## config.mk

```make
export PLATFORM = sky130hd
export DESIGN_NAME = rssb_loader
export DESIGN_NICKNAME = d
export VERILOG_FILES = /design/src/rtl/rssb_pkg.sv /design/src/rtl/rssb_byte_assembler.sv /design/src/rtl/rssb_loader.sv
export SDC_FILE = /design/constraint.sdc
export NUM_CORES = 1
export LEC_CHECK = 0
export BUFFER_PORTS_ARGS = -buffer_cell sky130_fd_sc_hd__buf_2
export CORE_MARGIN = 5
export CORE_UTILIZATION = 33
export DETAILED_ROUTE_END_ITERATION = 16
export GPL_ROUTABILITY_DRIVEN = 0
export GPL_TIMING_DRIVEN = 0
export MAX_ROUTING_LAYER = met4
export PLACE_DENSITY_LB_ADDON = 0.08
export SYNTH_ARGS = -nofsm -noshare
export SYNTH_HDL_FRONTEND = slang
export SYNTH_SLANG_ARGS = --single-unit
```

## constraint.sdc

```tcl
create_clock -name clock -period 2.4 [get_ports clock]
set_clock_uncertainty 0.1 [all_clocks]
set_input_delay 0.6 -clock clock [delete_from_list [all_inputs] [get_ports clock]]
set_output_delay 0.6 -clock clock [all_outputs]
set_load 0.005 [all_outputs]
```

## src/rtl/rssb_pkg.sv

```systemverilog
// Shared RSSB constants and loader state encoding.
// RSSB_LOADER_CHECKSUM_EN adds the checksum trailer states.
package rssb_pkg;

  localparam int ADDR_PC       = 0;
  localparam int ADDR_ACC      = 1;
  localparam int ADDR_ZERO     = 2;
  localparam int LOAD_BASE_DEF = 3;

  typedef enum logic [3:0] {
    ST_IDLE,
    ST_HDR_HI,
    ST_HDR_LO,
    ST_DAT_HI,
    ST_DAT_LO,
    ST_WRITE,
    ST_RUN,
    ST_ERR
`ifdef RSSB_LOADER_CHECKSUM_EN
    ,
    ST_CHK_HI,
    ST_CHK_LO
`endif
  } loader_state_t;

  // States that accept a stream byte
  function automatic logic st_ready(
    loader_state_t s
  );
    logic v;
    v = 1'b0;
    case (s)
      ST_HDR_HI,
      ST_HDR_LO,
      ST_DAT_HI,
      ST_DAT_LO: v = 1'b1;
`ifdef RSSB_LOADER_CHECKSUM_EN
      ST_CHK_HI,
      ST_CHK_LO: v = 1'b1;
`endif
      default:   v = 1'b0;
    endcase
    return v;
  endfunction

  // States whose byte completes a word
  function automatic logic st_lo(
    loader_state_t s
  );
    logic v;
    v = 1'b0;
    case (s)
      ST_HDR_LO,
      ST_DAT_LO: v = 1'b1;
`ifdef RSSB_LOADER_CHECKSUM_EN
      ST_CHK_LO: v = 1'b1;
`endif
      default:   v = 1'b0;
    endcase
    return v;
  endfunction

endpackage

```

## src/rtl/rssb_byte_assembler.sv

```systemverilog
// Byte handshake and high/low pairing into 16-bit words.
// Ready is driven purely by the loader state.
module rssb_byte_assembler (
  input  logic        clock,
  input  logic        reset,
  input  logic        i_en,
  input  logic        i_lo,
  input  logic        in_valid,
  input  logic [7:0]  in_data,
  output logic        in_ready,
  output logic        o_fire,
  output logic        o_word_valid,
  output logic [15:0] o_word
);

  logic [7:0] r_hi;

  assign in_ready     = i_en;
  assign o_fire       = in_valid & i_en;
  assign o_word_valid = o_fire & i_lo;
  assign o_word       = {r_hi, in_data};

  always_ff @(posedge clock) begin
    if (reset) begin
      r_hi <= 8'h00;
    end else if (o_fire && !i_lo) begin
      r_hi <= in_data;
    end
  end

endmodule

```

## src/rtl/rssb_loader.sv

```systemverilog
// Boot loader: byte stream -> program memory, then CPU release.
// RSSB_LOADER_CHECKSUM_EN appends a 16-bit sum check.
module rssb_loader
  import rssb_pkg::*;
#(
  parameter int ADDR_W    = 16,
  parameter int MEM_DEPTH = 65536,
  parameter int LOAD_BASE = LOAD_BASE_DEF
) (
  input  logic              clock,
  input  logic              reset,
  input  logic              start,
  input  logic              in_valid,
  input  logic [7:0]        in_data,
  output logic              in_ready,
  output logic              mem_we,
  output logic [ADDR_W-1:0] mem_addr,
  output logic [15:0]       mem_wdata,
  output logic              cpu_reset,
  output logic              busy,
  output logic              done,
  output logic              error
);

  loader_state_t     r_state;
  loader_state_t     w_next;
  loader_state_t     w_end_st;
  logic [15:0]       r_count;
  logic [15:0]       r_index;
  logic [ADDR_W-1:0] r_mem_addr;
  logic [15:0]       r_mem_wdata;
  logic              w_en;
  logic              w_lo;
  logic              w_fire;
  logic              w_word_valid;
  logic [15:0]       w_word;
  logic              w_too_big;
  logic              w_zero;
  logic              w_last;
  logic              w_enter_hdr;
`ifdef RSSB_LOADER_CHECKSUM_EN
  logic [15:0]       r_sum;
  logic              w_sum_ok;
`endif

  assign w_en = st_ready(r_state);
  assign w_lo = st_lo(r_state);

  rssb_byte_assembler u_asm (
    .clock        (clock),
    .reset        (reset),
    .i_en         (w_en),
    .i_lo         (w_lo),
    .in_valid     (in_valid),
    .in_data      (in_data),
    .in_ready     (in_ready),
    .o_fire       (w_fire),
    .o_word_valid (w_word_valid),
    .o_word       (w_word)
  );

  // Bound keeps LOAD_BASE+index inside memory
  assign w_too_big = 32'(w_word) >
                     32'(MEM_DEPTH - LOAD_BASE);
  assign w_zero    = (w_word == 16'h0000);
  assign w_last    = (r_index + 16'd1) == r_count;

`ifdef RSSB_LOADER_CHECKSUM_EN
  assign w_end_st = ST_CHK_HI;
  assign w_sum_ok = (w_word == r_sum);
`else
  assign w_end_st = ST_RUN;
`endif

  always_comb begin
    w_next = r_state;
    unique case (r_state)
      ST_IDLE: begin
        if (start) w_next = ST_HDR_HI;
      end
      ST_HDR_HI: begin
        if (w_fire) w_next = ST_HDR_LO;
      end
      ST_HDR_LO: begin
        if (w_word_valid) begin
          if (w_too_big)   w_next = ST_ERR;
          else if (w_zero) w_next = w_end_st;
          else             w_next = ST_DAT_HI;
        end
      end
      ST_DAT_HI: begin
        if (w_fire) w_next = ST_DAT_LO;
      end
      ST_DAT_LO: begin
        if (w_word_valid) w_next = ST_WRITE;
      end
      ST_WRITE: begin
        w_next = w_last ? w_end_st : ST_DAT_HI;
      end
      ST_RUN: begin
        if (start) w_next = ST_HDR_HI;
      end
      ST_ERR: begin
        if (start) w_next = ST_HDR_HI;
      end
`ifdef RSSB_LOADER_CHECKSUM_EN
      ST_CHK_HI: begin
        if (w_fire) w_next = ST_CHK_LO;
      end
      ST_CHK_LO: begin
        if (w_word_valid)
          w_next = w_sum_ok ? ST_RUN : ST_ERR;
      end
`endif
      default: w_next = ST_IDLE;
    endcase
  end

  assign w_enter_hdr = (w_next == ST_HDR_HI) &&
                       (r_state != ST_HDR_HI);

  always_ff @(posedge clock) begin
    if (reset) begin
      r_state     <= ST_IDLE;
      r_count     <= 16'h0000;
      r_index     <= 16'h0000;
      r_mem_addr  <= '0;
      r_mem_wdata <= 16'h0000;
    end else begin
      r_state <= w_next;
      if (w_enter_hdr) begin
        r_index <= 16'h0000;
      end
      if (r_state == ST_HDR_LO && w_word_valid) begin
        r_count <= w_word;
      end
      // Address/data latched here stay stable through WRITE
      if (r_state == ST_DAT_LO && w_word_valid) begin
        r_mem_addr  <= ADDR_W'(LOAD_BASE) +
                       ADDR_W'(r_index);
        r_mem_wdata <= w_word;
      end
      if (r_state == ST_WRITE) begin
        r_index <= r_index + 16'd1;
      end
    end
  end

`ifdef RSSB_LOADER_CHECKSUM_EN
  always_ff @(posedge clock) begin
    if (reset) begin
      r_sum <= 16'h0000;
    end else if (w_enter_hdr) begin
      r_sum <= 16'h0000;
    end else if (r_state == ST_WRITE) begin
      r_sum <= r_sum + r_mem_wdata;
    end
  end
`endif

  assign mem_we    = (r_state == ST_WRITE);
  assign mem_addr  = r_mem_addr;
  assign mem_wdata = r_mem_wdata;
  assign cpu_reset = (r_state != ST_RUN);
  assign busy      = w_en | mem_we;
  assign done      = (r_state == ST_RUN);
  assign error     = (r_state == ST_ERR);

endmodule
```

Yosys cells after proc, flatten, opt, wreduce, memory -nomap -nowiden
Index checks and enable logic that the tools add are counted.
{"block": "totals", "register_bits": 76, "out_inout_bits": 38}
{"block": "op_classes", "n_addsub": 2, "order_cmp": 1, "n_eq_ne": 11, "n_mux": 13, "n_bitwise": 3, "n_reduce_logical": 11}
{"cell": "$mux 16", "n": 2}
{"cell": "$pmux 4 s6", "n": 1}
{"cell": "$mux 4", "n": 5}
{"cell": "$add 16x1->16 const B", "n": 1}
{"cell": "$add 2x16->16 const A", "n": 1}
{"cell": "$eq 16x16->1", "n": 1}
{"cell": "$eq 4x3->1 const B", "n": 4}
{"cell": "$gt 16x16->1 const B", "n": 1}
{"cell": "$logic_not 16->1", "n": 1}
{"cell": "$mux 3", "n": 3}
{"cell": "$eq 4x1->1 const B", "n": 2}
{"cell": "$eq 4x2->1 const B", "n": 2}
{"cell": "$logic_and 1x1->1", "n": 4}
{"cell": "$logic_not 4->1", "n": 1}
{"cell": "$ne 4x1->1 const B", "n": 1}
{"cell": "$ne 4x3->1 const B", "n": 1}
{"cell": "$reduce_or 4->1", "n": 1}
{"cell": "$reduce_or 3->1", "n": 1}
{"cell": "$and 1x1->1", "n": 2}
{"cell": "$mux 1", "n": 2}
{"cell": "$reduce_bool 2->1", "n": 1}
{"cell": "$reduce_or 2->1", "n": 1}
{"cell": "$logic_not 1->1", "n": 1}
{"cell": "$or 1x1->1", "n": 1}

Depth between registers and ports, before layout
Gate-level depths: netlist of the first run.
{"block": "logic_depth", "word_depth": 11, "mapped_depth": 9, "depth_no_buf": 8}

Cells and area by module
A second synthesis of the first run with hierarchy kept.
{"block": "unflattened", "cells_unflattened": 483, "hier_area_um2": 3982.6}
{"module": "rssb_loader", "instances": 1, "cells_per_inst": 437, "area_per_inst_um2": 3537.1, "seq_area_each_um2": 1361.3}
{"module": "rssb_byte_assembler", "instances": 1, "cells_per_inst": 46, "area_per_inst_um2": 445.4, "seq_area_each_um2": 160.2}

Worst setup path before layout of the first run
Ideal clock, no wire load.
{"block": "synth_timing", "path_kind": "register -> register", "from": "register r_index[0]", "to": "register r_state[0]", "setup_time_ns": 0.114, "t_arrival_ns": 2.329, "required_ns": 2.186, "path_slack_ns": -0.143, "path_stages_with_launch": 10, "period_less_slack_ns": 2.543, "path_cell_list": "dfxtp_1 -> buf_4 -> inv_1 -> ha_1 -> xor2_1 -> a211o_1 -> nor4_1 -> nand4_1 -> or4_4 -> a21bo_1"}
{"block": "synth_between", "elab_chain_cells": 4}
{"item": "start, declared", "line": "rssb_loader.sv:29", "text": "logic [15:0] r_index;"}
{"item": "start signal, assigned", "line": "rssb_loader.sv:144", "text": "r_index <= r_index + 16'd1;"}
{"item": "$add 16x1->16", "line": "rssb_loader.sv:66", "text": "assign w_last = (r_index + 16'd1) == r_count;"}
{"item": "$eq 16x16->1", "line": "rssb_loader.sv:66"}
{"item": "$mux 3", "line": "rssb_loader.sv:98", "text": "w_next = w_last ? w_end_st : ST_DAT_HI;"}
{"item": "$pmux 4 s6", "line": "rssb_loader.sv:77", "text": "unique case (r_state)"}
{"item": "end signal, assigned", "line": "rssb_loader.sv:130", "text": "r_state <= w_next;"}
{"item": "end, declared", "line": "rssb_loader.sv:25", "text": "loader_state_t r_state;"}
Every way passes these cells.
A chain may end at the register's enable or synchronous reset.

Worst setup path after layout of the first run
{"block": "layout_timing", "from": "register r_index[1]", "to": "register r_state[0]"}
The elaborated chain is that of the path after synthesis.

==> results.md, run 1 <==
- Run status: finished, violations left
- Failing checks: setup timing
- Main synth FF type: sky130_fd_sc_hd__dfxtp_1
- Slowest-stage cell, CP: sky130_fd_sc_hd__or4_4
- First-pass GRT wire length: 19600 um
- Warnings, synthesis: 0
- Maximum number of pins on one net before global-route repair: 14
- Slew at the pin closest to its max-slew limit: 0.866 ns
- Total count of hold-check failures in the final report: 0
- Seq cells post-synth: 76
- Worst slack at placement: -0.717 ns
- I/O pin cnt: 50
- Critical path required time: 2.54 ns
- Critical path's top delay family: simple AND/OR/NAND/NOR gates
- Initial core utilization: 33.5%
- Clock latency on the worst-skew pair: 0.35 ns
- Inserted Diodes: 0
- Period Utilization, post-route: 104%
- Peak clock frequency supported by timing: 401 MHz
- CTS hold repair buffers: 0
- Die Span X: 120 um
- Synthesized area per cell: 8.25 um2
- RSZ-0062 raised after global routing: yes
- Leading cell type in the layout, fill and taps excluded: sky130_fd_sc_hd__dfxtp_1
- Number of buffers added by the clock tree synthesis step: 9
- Residual overflow from global routing: 0
- Number of max-cap violations: 0
- Type of element capturing the critical path: flop
- Arrival @ worst endpoint: 2.63 ns
- Routed wire length per instance: 17.3 um
- Count of buffers from port buffering: 49
- Number of global-route vias before repair: 3481
- Hold Crit Class: flop to flop
- Core Util, Final: 41.4%
- Crit-path cells: buf_12 > ha_4 > nand3_2 > nor3_4 > mux2i_1 > a2111o_1 > or4_4 > a21bo_1
- Element type at the critical path start: flop
- Worst hold margin: 0.354 ns
- Share of Yosys cell area claimed by the top area cell type: 38.1%
- Number of standard-cell rows in the floorplan: 40
- Global-route usage over all layers: 17.9%
- Via count: 3682
- Largest cells by area after synthesis: sky130_fd_sc_hd__dfxtp_1 38%, sky130_fd_sc_hd__nor2_1 5.8%, sky130_fd_sc_hd__a21oi_1 5.4%
- Post-synth EDFFs: 0
- Area growth, synth to finish: 23.4%
- Max VDD drop: 0.212 mV
- DRT Wirelength: 12200 um
- Number of nets in the layout: 569
- Die outline height: 120 um
- Initial antenna violation count: 0
- Die outline area: 0.0144 mm2
- First-pass iteration count of the detailed router: 4
- HPWL after detailed placement: 8810 um
- Most frequent cells in the layout: 73 x sky130_fd_sc_hd__dfxtp_1, 61 x sky130_fd_sc_hd__nor2_1, 57 x sky130_fd_sc_hd__nand2_1, 53 x sky130_fd_sc_hd__buf_2, 43 x sky130_fd_sc_hd__a21oi_1
- Power density relative to cell area: 540 mW/mm2
- Largest area contributor in the netlist: sky130_fd_sc_hd__dfxtp_1
- Number of distinct library cells after synthesis: 59
- CTS Root Cell: sky130_fd_sc_hd__clkbuf_16
- Leakage power figure: 1.83 nW
- Number of max-slew violations in the final report: 0
- Final worst setup slack: -0.0954 ns
- Antenna viol nets, final: 0
- Synth Instances: 484
- CTS tree: done
- Setup-failing EPs final: 2
- Post-synthesis net count: 498
- DRC: 0
- Crit-path max cell delay: 0.57 ns
- Number of filler cells placed in the layout: 1246
- Share of final-layout standard cells stronger than drive strength 1: 22.2%
- Synthesized cell area: 0.00399 mm2
- First DRT Iteration DRCs: 198
- Crit Path Class: flop to flop
- Part of the Yosys area used for sequential elements: 38.1%
- Number of buffers and inverters on the critical path: 1
- Max-slew headroom: 42.3%
- Post-detailed-route via-to-cell ratio: 5.22
- FFs w/ async S/R, synth: 0%
- Max Fanout on Critical Path: 7
- Total number of clock tree sinks: 76
- Final Critical Period: 2.50 ns
- H-tree depth reported by CTS: 3
- Max clock buf depth: 2
- CTS clock-pin slew for the worst setup and hold paths: 0.07 ns
- Placeable core area: 0.0119 mm2
-- repair_timing --
action | 4_1_cts | 5_1_grt
setup buffers | 11 | 4
setup endpoints to repair | 53 | 34
pin swaps | 9 | 6
resized for setup | 24 | 13
-- kinds of logic after synthesis --
family / Yosys count / share of synthesized area (%)
multiplexers: 19 / 4.76
other: 1 / 0.0939
flip-flops: 76 / 38.1
AO/OA/AOI/OAI: 111 / 17.6
AND/OR/NAND/NOR: 197 / 25.4
XOR/XNOR: 33 / 7.62
adder cells (fa/ha/maj): 2 / 0.627
buffers and inverters: 45 / 5.80
-- synthesized netlist by cell type, drive strengths merged, types with 2 or more instances --
cell	number
and2b	3
clkbuf	20
inv	5
nand2b	8
nand3	7
xnor2	21
nor4	9
nand3b	2
a211oi	27
buf	18
a21oi	43
nand2	57
a311oi	3
ha	2
o211a	2
nor3b	9
and2	4
nor2	62
and3	5
nor3	12
nor2b	2
o21ai	17
mux2i	19
clkinv	2
a31oi	4
dfxtp	76
and4	2
nand4	10
xor2	11
o31ai	2
o22ai	3
-- worst paths after layout --
path | slack, ns | end | from | depth (start not counted)
setup / recovery | -0.1 | r_state[0] | r_index[1] | 8
hold / removal | 0.35 | mem_wdata[4] | mem_wdata[4] | 2
setup reg to reg | -0.1 | r_state[0] | r_index[1] | 8
hold reg to reg | 0.35 | mem_wdata[4] | mem_wdata[4] | 2
-- per-layer routing --
| metal | track usage (%) | wire, um | up-vias |
|---|---|---|---|
| met5 | - | 0 | - |
| met4 | 6.23 | 187 | 0 |
| met3 | 2.97 | 411 | 14 |
| met2 | 27.7 | 5660 | 87 |
| met1 | 23.7 | 5970 | 1738 |
| li1 | - | - | 1843 |
-- flip-flops by register name (all words and copies together) (netlist names) --
| signal | flops |
|---|---|
| mem_addr | 16 |
| mem_wdata | 16 |
| r_count | 16 |
| r_index | 16 |
| r_state | 4 |
| u_asm.r_hi | 8 |
-- area by class of cell --
class                      count  area (um2)  share of cell area [%]
multi-input combinational    363        2310                    46.8
inverter                       7        38.8                   0.787
buffer                        34         214                    4.34
tap                          147         184                    3.73
timing repair buffer          64         378                    7.67
sequential                    76        1530                    31.0
clock inverter                 5        38.8                   0.787
clock buffer                  10         239                    4.85
-- tightest hold or removal path, cell delays in order, from the launching register on --
cell and delay [ns]:
sky130_fd_sc_hd__dfxtp_1 0.31, sky130_fd_sc_hd__nand2_1 0.05, sky130_fd_sc_hd__a21oi_1 0.05
-- through the flow --
step	cells	power, mW	setup TNS, ns	instance area, um2
5_1_grt	706	2.76	-0.386	4930
3_3_place_gp	680	1.38	-13.64	4440
6_report	706	2.66	-0.166	4930
2_1_floorplan	484	1.34	0	4010
4_1_cts	703	2.69	-0.223	4880
3_5_place_dp	680	1.39	-15.15	4440
-- power by group --
part	leakage [nW]	internal (mW)	switching (mW)
clock	0.123	0.724	0.583
sequential	0.614	1.26	0.00517
combinational	1.09	0.0219	0.0664
No activity file was read; power rests on OpenSTA's default activity.
==> run 2, diff against run 1 <==
- CORE_UTILIZATION: 33 -> 50
- SETUP_SLACK_MARGIN: not set -> 0.5
==> run 2 against run 1 <==
Compared with the run above: the flow still finishes with violations (setup timing); worst setup slack better by 0.044 ns; clock-buffer cell count down 1; first-iteration DRC count up 26%; clock power down 26%; final cell count down 1.4%; combinational power up 51%; flip-flop and latch count unchanged; highest routed layer unchanged; non-clock buffer count up 35.
==> results.md, run 2 (synthesis results as in run 1) <==
- Run status: finished, violations left
- Failing checks: setup timing
- Area growth, synth to finish: 45.8%
- Hold Crit Class: flop to flop
- HPWL after detailed placement: 8180 um
- Number of global-route vias before repair: 3685
- Type of element capturing the critical path: flop
- DRC: 0
- First-pass GRT wire length: 18500 um
- Final Power: 2.37 mW
- CTS tree: done
- Leading cell type in the layout, fill and taps excluded: sky130_fd_sc_hd__dfxtp_1
- Worst slack at placement: -0.182 ns
- Number of nets in the layout: 604
- Post-detailed-route via-to-cell ratio: 5.86
- Routed wire length per instance: 18.3 um
- Clock latency on the worst-skew pair: 0.35 ns
- Residual overflow from global routing: 0
- Max clock buf depth: 2
- Antenna viol nets, final: 0
- Most frequent cells in the layout: 69 x sky130_fd_sc_hd__dfxtp_1, 55 x sky130_fd_sc_hd__nor2_1, 48 x sky130_fd_sc_hd__buf_2, 39 x sky130_fd_sc_hd__nand2_1, 34 x sky130_fd_sc_hd__buf_4
- First-pass iteration count of the detailed router: 6
- Period Utilization, post-route: 102%
- Max VDD drop: 0.248 mV
- Inserted Diodes: 0
- H-tree depth reported by CTS: 3
- DRT Wirelength: 12700 um
- Initial antenna violation count: 0
- Element type at the critical path start: flop
- Total number of clock tree sinks: 76
- Number of max-slew violations in the final report: 0
- Die outline area: 0.00987 mm2
- Number of buffers added by the clock tree synthesis step: 9
- Leakage power figure: 2.36 nW
- Slew at the pin closest to its max-slew limit: 0.814 ns
- Die outline height: 99.4 um
- Crit Path Class: flop to flop
- Count of buffers from port buffering: 49
- I/O pin cnt: 50
- Total count of hold-check failures in the final report: 0
- Power density relative to cell area: 408 mW/mm2
- Number of standard-cell rows in the floorplan: 32
- Share of final-layout standard cells stronger than drive strength 1: 42.4%
- Global-route usage over all layers: 23.8%
- Placeable core area: 0.00777 mm2
- Initial core utilization: 51.4%
- Max-slew headroom: 45.7%
- Peak clock frequency supported by timing: 408 MHz
- CTS clock-pin slew for the worst setup and hold paths: 0.09 ns
- Final worst setup slack: -0.0517 ns
- Final Critical Period: 2.45 ns
- Critical path required time: 2.53 ns
- Maximum number of pins on one net before global-route repair: 14
- Number of max-cap violations: 0
- Setup-failing EPs final: 2
- Number of filler cells placed in the layout: 549
- Via count: 4081
- Die Span X: 99.4 um
- Max Fanout on Critical Path: 4
- RSZ-0062 raised after global routing: yes
- First DRT Iteration DRCs: 250
- Arrival @ worst endpoint: 2.58 ns
- CTS Root Cell: sky130_fd_sc_hd__clkbuf_8
-- run 2: repair_timing --
item	in CTS	in global routing
pin swaps	12	44
resized for setup	39	140
hold buffers	0	0
setup buffers	21	20
cloned	0	5
setup endpoints to repair	57	71
-- run 2: cell type report --
type | instances | area (um2) | share of cell area [%]
Timing Repair Buffer | 95 | 748 | 12.9
Sequential cell | 76 | 1540 | 26.4
Multi-Input combinational cell | 363 | 2820 | 48.4
Clock inverter | 6 | 62.6 | 1.07
Inverter | 7 | 38.8 | 0.666
Tap cell | 102 | 128 | 2.19
Clock buffer | 9 | 124 | 2.13
Buffer | 38 | 369 | 6.34
-- run 2: final timing paths --
check | endpoint | from | depth (start not counted) | slack [ns]
worst max-delay path | r_state[0] | r_index[0] | 9 | -0.05
worst min-delay path | mem_wdata[3] | mem_wdata[3] | 2 | 0.36
worst max register to register | r_state[0] | r_index[0] | 9 | -0.05
worst min register to register | mem_wdata[3] | mem_wdata[3] | 2 | 0.36
-- run 2: per-stage QoR --
stage	cell area (um2)	TNS (ns)	hold slack, ns	utilization (%)	std cells
6_report	5820	-0.0900	0.361	74.9	696
5_1_grt	5820	-0.351	0.382	74.9	696
4_1_cts	5010	-0.0470	0.357	64.6	671
3_5_place_dp	4520	-0.521	0.346	58.2	635
3_3_place_gp	4520	-0.404	0.339	58.2	635
2_1_floorplan	4140	0	0.348	-	484
-- run 2: worst max-delay path, stage by stage (launching register included) --
cell                      delay (ns)
sky130_fd_sc_hd__dfxtp_4        0.37
sky130_fd_sc_hd__buf_6          0.13
sky130_fd_sc_hd__inv_4          0.04
sky130_fd_sc_hd__ha_4           0.21
sky130_fd_sc_hd__xor2_1         0.14
sky130_fd_sc_hd__a211o_1        0.25
sky130_fd_sc_hd__nor4_2         0.21
sky130_fd_sc_hd__nand4_1        0.14
sky130_fd_sc_hd__or4_4          0.57
sky130_fd_sc_hd__a21bo_1        0.19
-- run 2: metal layers --
metal  track usage (%)  vias to the layer above  routed length, um
met1              31.3                     1976               5480
met3              3.93                       23                824
met5                 -                        -                  0
met4              7.04                        0                240
met2              37.8                      156               6180
li1                  -                     1926                  -
-- run 2: report_power, final --
part           switching (mW)  internal (mW)  total [mW]
Sequential            0.00520           1.26        1.27
Combinational          0.0907         0.0420       0.133
Clock                   0.499          0.476       0.975
==> run 3, diff against run 2 <==
- REMOVE_ABC_BUFFERS: not set -> 1
==> run 3 against run 2 <==
Compared with the run above: the run now ends clean; clock-buffer cell count stayed put; hold slack got worse by 0.0042 ns; critical path depth is 1 lower; sequential power is essentially flat; clock power is 8% higher; routed wire length shrank 15%; core utilization shrank 12 points; register-to-register slack better by 0.12 ns; flip-flop and latch count unchanged; largest power group unchanged.
==> results.md, run 3 (synthesis results as in run 1) <==
- Run status: finished clean
- Residual overflow from global routing: 0
- Routed wire length per instance: 16.8 um
- Worst Hold Depth: 2
- Number of max-cap violations: 0
- First DRT Iteration DRCs: 217
- Sink of the worst hold path: mem_addr[2]
- Leading cell type in the layout, fill and taps excluded: sky130_fd_sc_hd__dfxtp_1
- Critical path required time: 2.56 ns
- Number of standard-cell rows in the floorplan: 32
- RSZ-0062 raised after global routing: yes
- Leakage power figure: 1.82 nW
- Max Fanout on Critical Path: 4
- Inserted Diodes: 0
- Share of final-layout standard cells stronger than drive strength 1: 27.6%
- Final Critical Period: 2.34 ns
- DRT Wirelength: 10800 um
- Launch point of the worst hold path: mem_addr[2]
- Core Util, Final: 63.1%
- First-pass GRT wire length: 17500 um
- Power density relative to cell area: 490 mW/mm2
- Type of element capturing the critical path: flop
- Met3 GRT Util: 2.73%
- Arrival @ worst endpoint: 2.49 ns
- Net switching power figure: 0.615 mW
- Most Used Layer, Global Route: met2
- Met1 layer usage reported by global route: 29.7%
- Period Utilization, post-route: 97.4%
- Number of max-slew violations in the final report: 0
- Worst reg2reg path startpoint: r_index[0]
- Clock latency on the worst-skew pair: 0.35 ns
- Worst setup slack for register-to-register paths: 0.06 ns
- Switching share of power: 25.6%
- Via count: 3697
- Clk network pwr share: 43.8%
- Initial core utilization: 51.4%
- Number of nets in the layout: 549
- Comb power frac: 4.1%
- Setup-failing EPs final: 0
- Count of buffers from port buffering: 49
- CTS tree: done
- Slowest-stage cell, CP: sky130_fd_sc_hd__or4_4
- Sequential fraction of design power: 52.1%
- Max VDD drop: 0.311 mV
- Slew at the pin closest to its max-slew limit: 0.819 ns
- Number of buffers added by the clock tree synthesis step: 9
- Internal power of the cells: 1.79 mW
- Die outline area: 0.00987 mm2
- Initial antenna violation count: 0
- Total count of hold-check failures in the final report: 0
- Crit-path max cell delay: 0.55 ns
- Crit Path Class: flop to flop
- Area growth, synth to finish: 22.7%
- Cell count after placement: 597
- Crit Reg-Reg Endpoint: r_state[0]
- Worst reg2reg path depth: 8
- CTS clock-pin slew for the worst setup and hold paths: 0.09 ns
- Max clock buf depth: 2
- First-pass iteration count of the detailed router: 4
- Max-slew headroom: 45.4%
- Antenna viol nets, final: 0
- CTS Root Cell: sky130_fd_sc_hd__clkbuf_8
- Total number of clock tree sinks: 76
- Post-route cell area: 0.00490 mm2
- Final Instance Count excl. Fillers: 642
- H-tree depth reported by CTS: 3
- Peak clock frequency supported by timing: 428 MHz
- DP Area: 0.00416 mm2
- Maximum number of pins on one net before global-route repair: 77
- Placeable core area: 0.00777 mm2
- Element type at the critical path start: flop
- Final Power: 2.40 mW
- Number of filler cells placed in the layout: 686
- Post-detailed-route via-to-cell ratio: 5.76
- Hold Crit Class: flop to flop
- GR met2 Demand/Resource: 35.4%
- Number of global-route vias before repair: 3426
- Crit-path cells: inv_2 > ha_4 > xor2_2 > a211o_1 > nor4_2 > nand4_1 > or4_4 > a21bo_1
- I/O pin cnt: 50
- Most frequent cells in the layout: 60 x sky130_fd_sc_hd__dfxtp_1, 59 x sky130_fd_sc_hd__nor2_1, 56 x sky130_fd_sc_hd__nand2_1, 48 x sky130_fd_sc_hd__buf_2, 43 x sky130_fd_sc_hd__a21oi_1
- Die Span X: 99.4 um
- HPWL after detailed placement: 6250 um
- DRC: 0
- Die outline height: 99.4 um
- Global-route usage over all layers: 22.3%
## run 3: worst max-delay path: cells and delay by family (launching register included)
family / cells / cell delay [ns]
and+or+nand+nor: 3 / 0.88
DFF: 1 / 0.40
AOI/OAI and AO/OA: 2 / 0.42
buffers and inverters: 1 / 0.07
xor gates and xnor gates: 1 / 0.14
adders and majority gates: 1 / 0.23
## run 3: power groups by stage
stage               Sequential (mW)  Clock, mW  Combinational (mW)
finish                         1.25       1.05              0.0980
global placement               1.30          0              0.0653
detailed placement             1.30          0              0.0660
floorplan                      1.30          0              0.0200
CTS                            1.26       1.08              0.0888
global route                   1.25       1.14               0.106
## run 3: worst max-delay path by stage
stage	from	endpoint	cells after the start
global route	r_index[0]	r_state[0]	7
floorplan	r_index[0]	r_state[0]	8
CTS	r_index[1]	r_state[0]	8
finish	r_index[0]	r_state[0]	8
global placement	r_state[3]	mem_we	4
detailed placement	r_state[3]	mem_we	4
## run 3: final cells by class
cell class	count	area, um2	share of cell area [%]
multi-input combinational	365	2470	50.4
clock buffer	9	124	2.53
clock inverter	7	90.1	1.84
tap	102	128	2.61
sequential	76	1580	32.2
timing repair buffer	76	478	9.76
inverter	7	35.0	0.715
## run 3: metrics by stage
step	hold WS (ns)	worst slack, ns	setup TNS (ns)
5_1_grt	0.371	-0.00593	-0.00593
2_1_floorplan	0.342	-0.199	-1.45
3_5_place_dp	0.346	-1.41	-21.50
3_3_place_gp	0.338	-1.39	-37.05
6_report	0.356	0.0636	0
4_1_cts	0.360	0.0639	0
## run 3: layer usage
metal | vias to the layer above | wire, um
li1 | 1822 | -
met1 | 1775 | 4990
met2 | 79 | 5180
met3 | 21 | 385
met4 | 0 | 219
met5 | - | 0
## run 3: timing repair
| item | 4_1_cts | 5_1_grt |
|---|---|---|
| hold buffers | 0 | 0 |
| setup buffers | 22 | 5 |
| endpoints found under the setup margin | 80 | 59 |
| gates resized for setup | 54 | 23 |
| gates cloned | 1 | 1 |
| pin swaps | 12 | 12 |
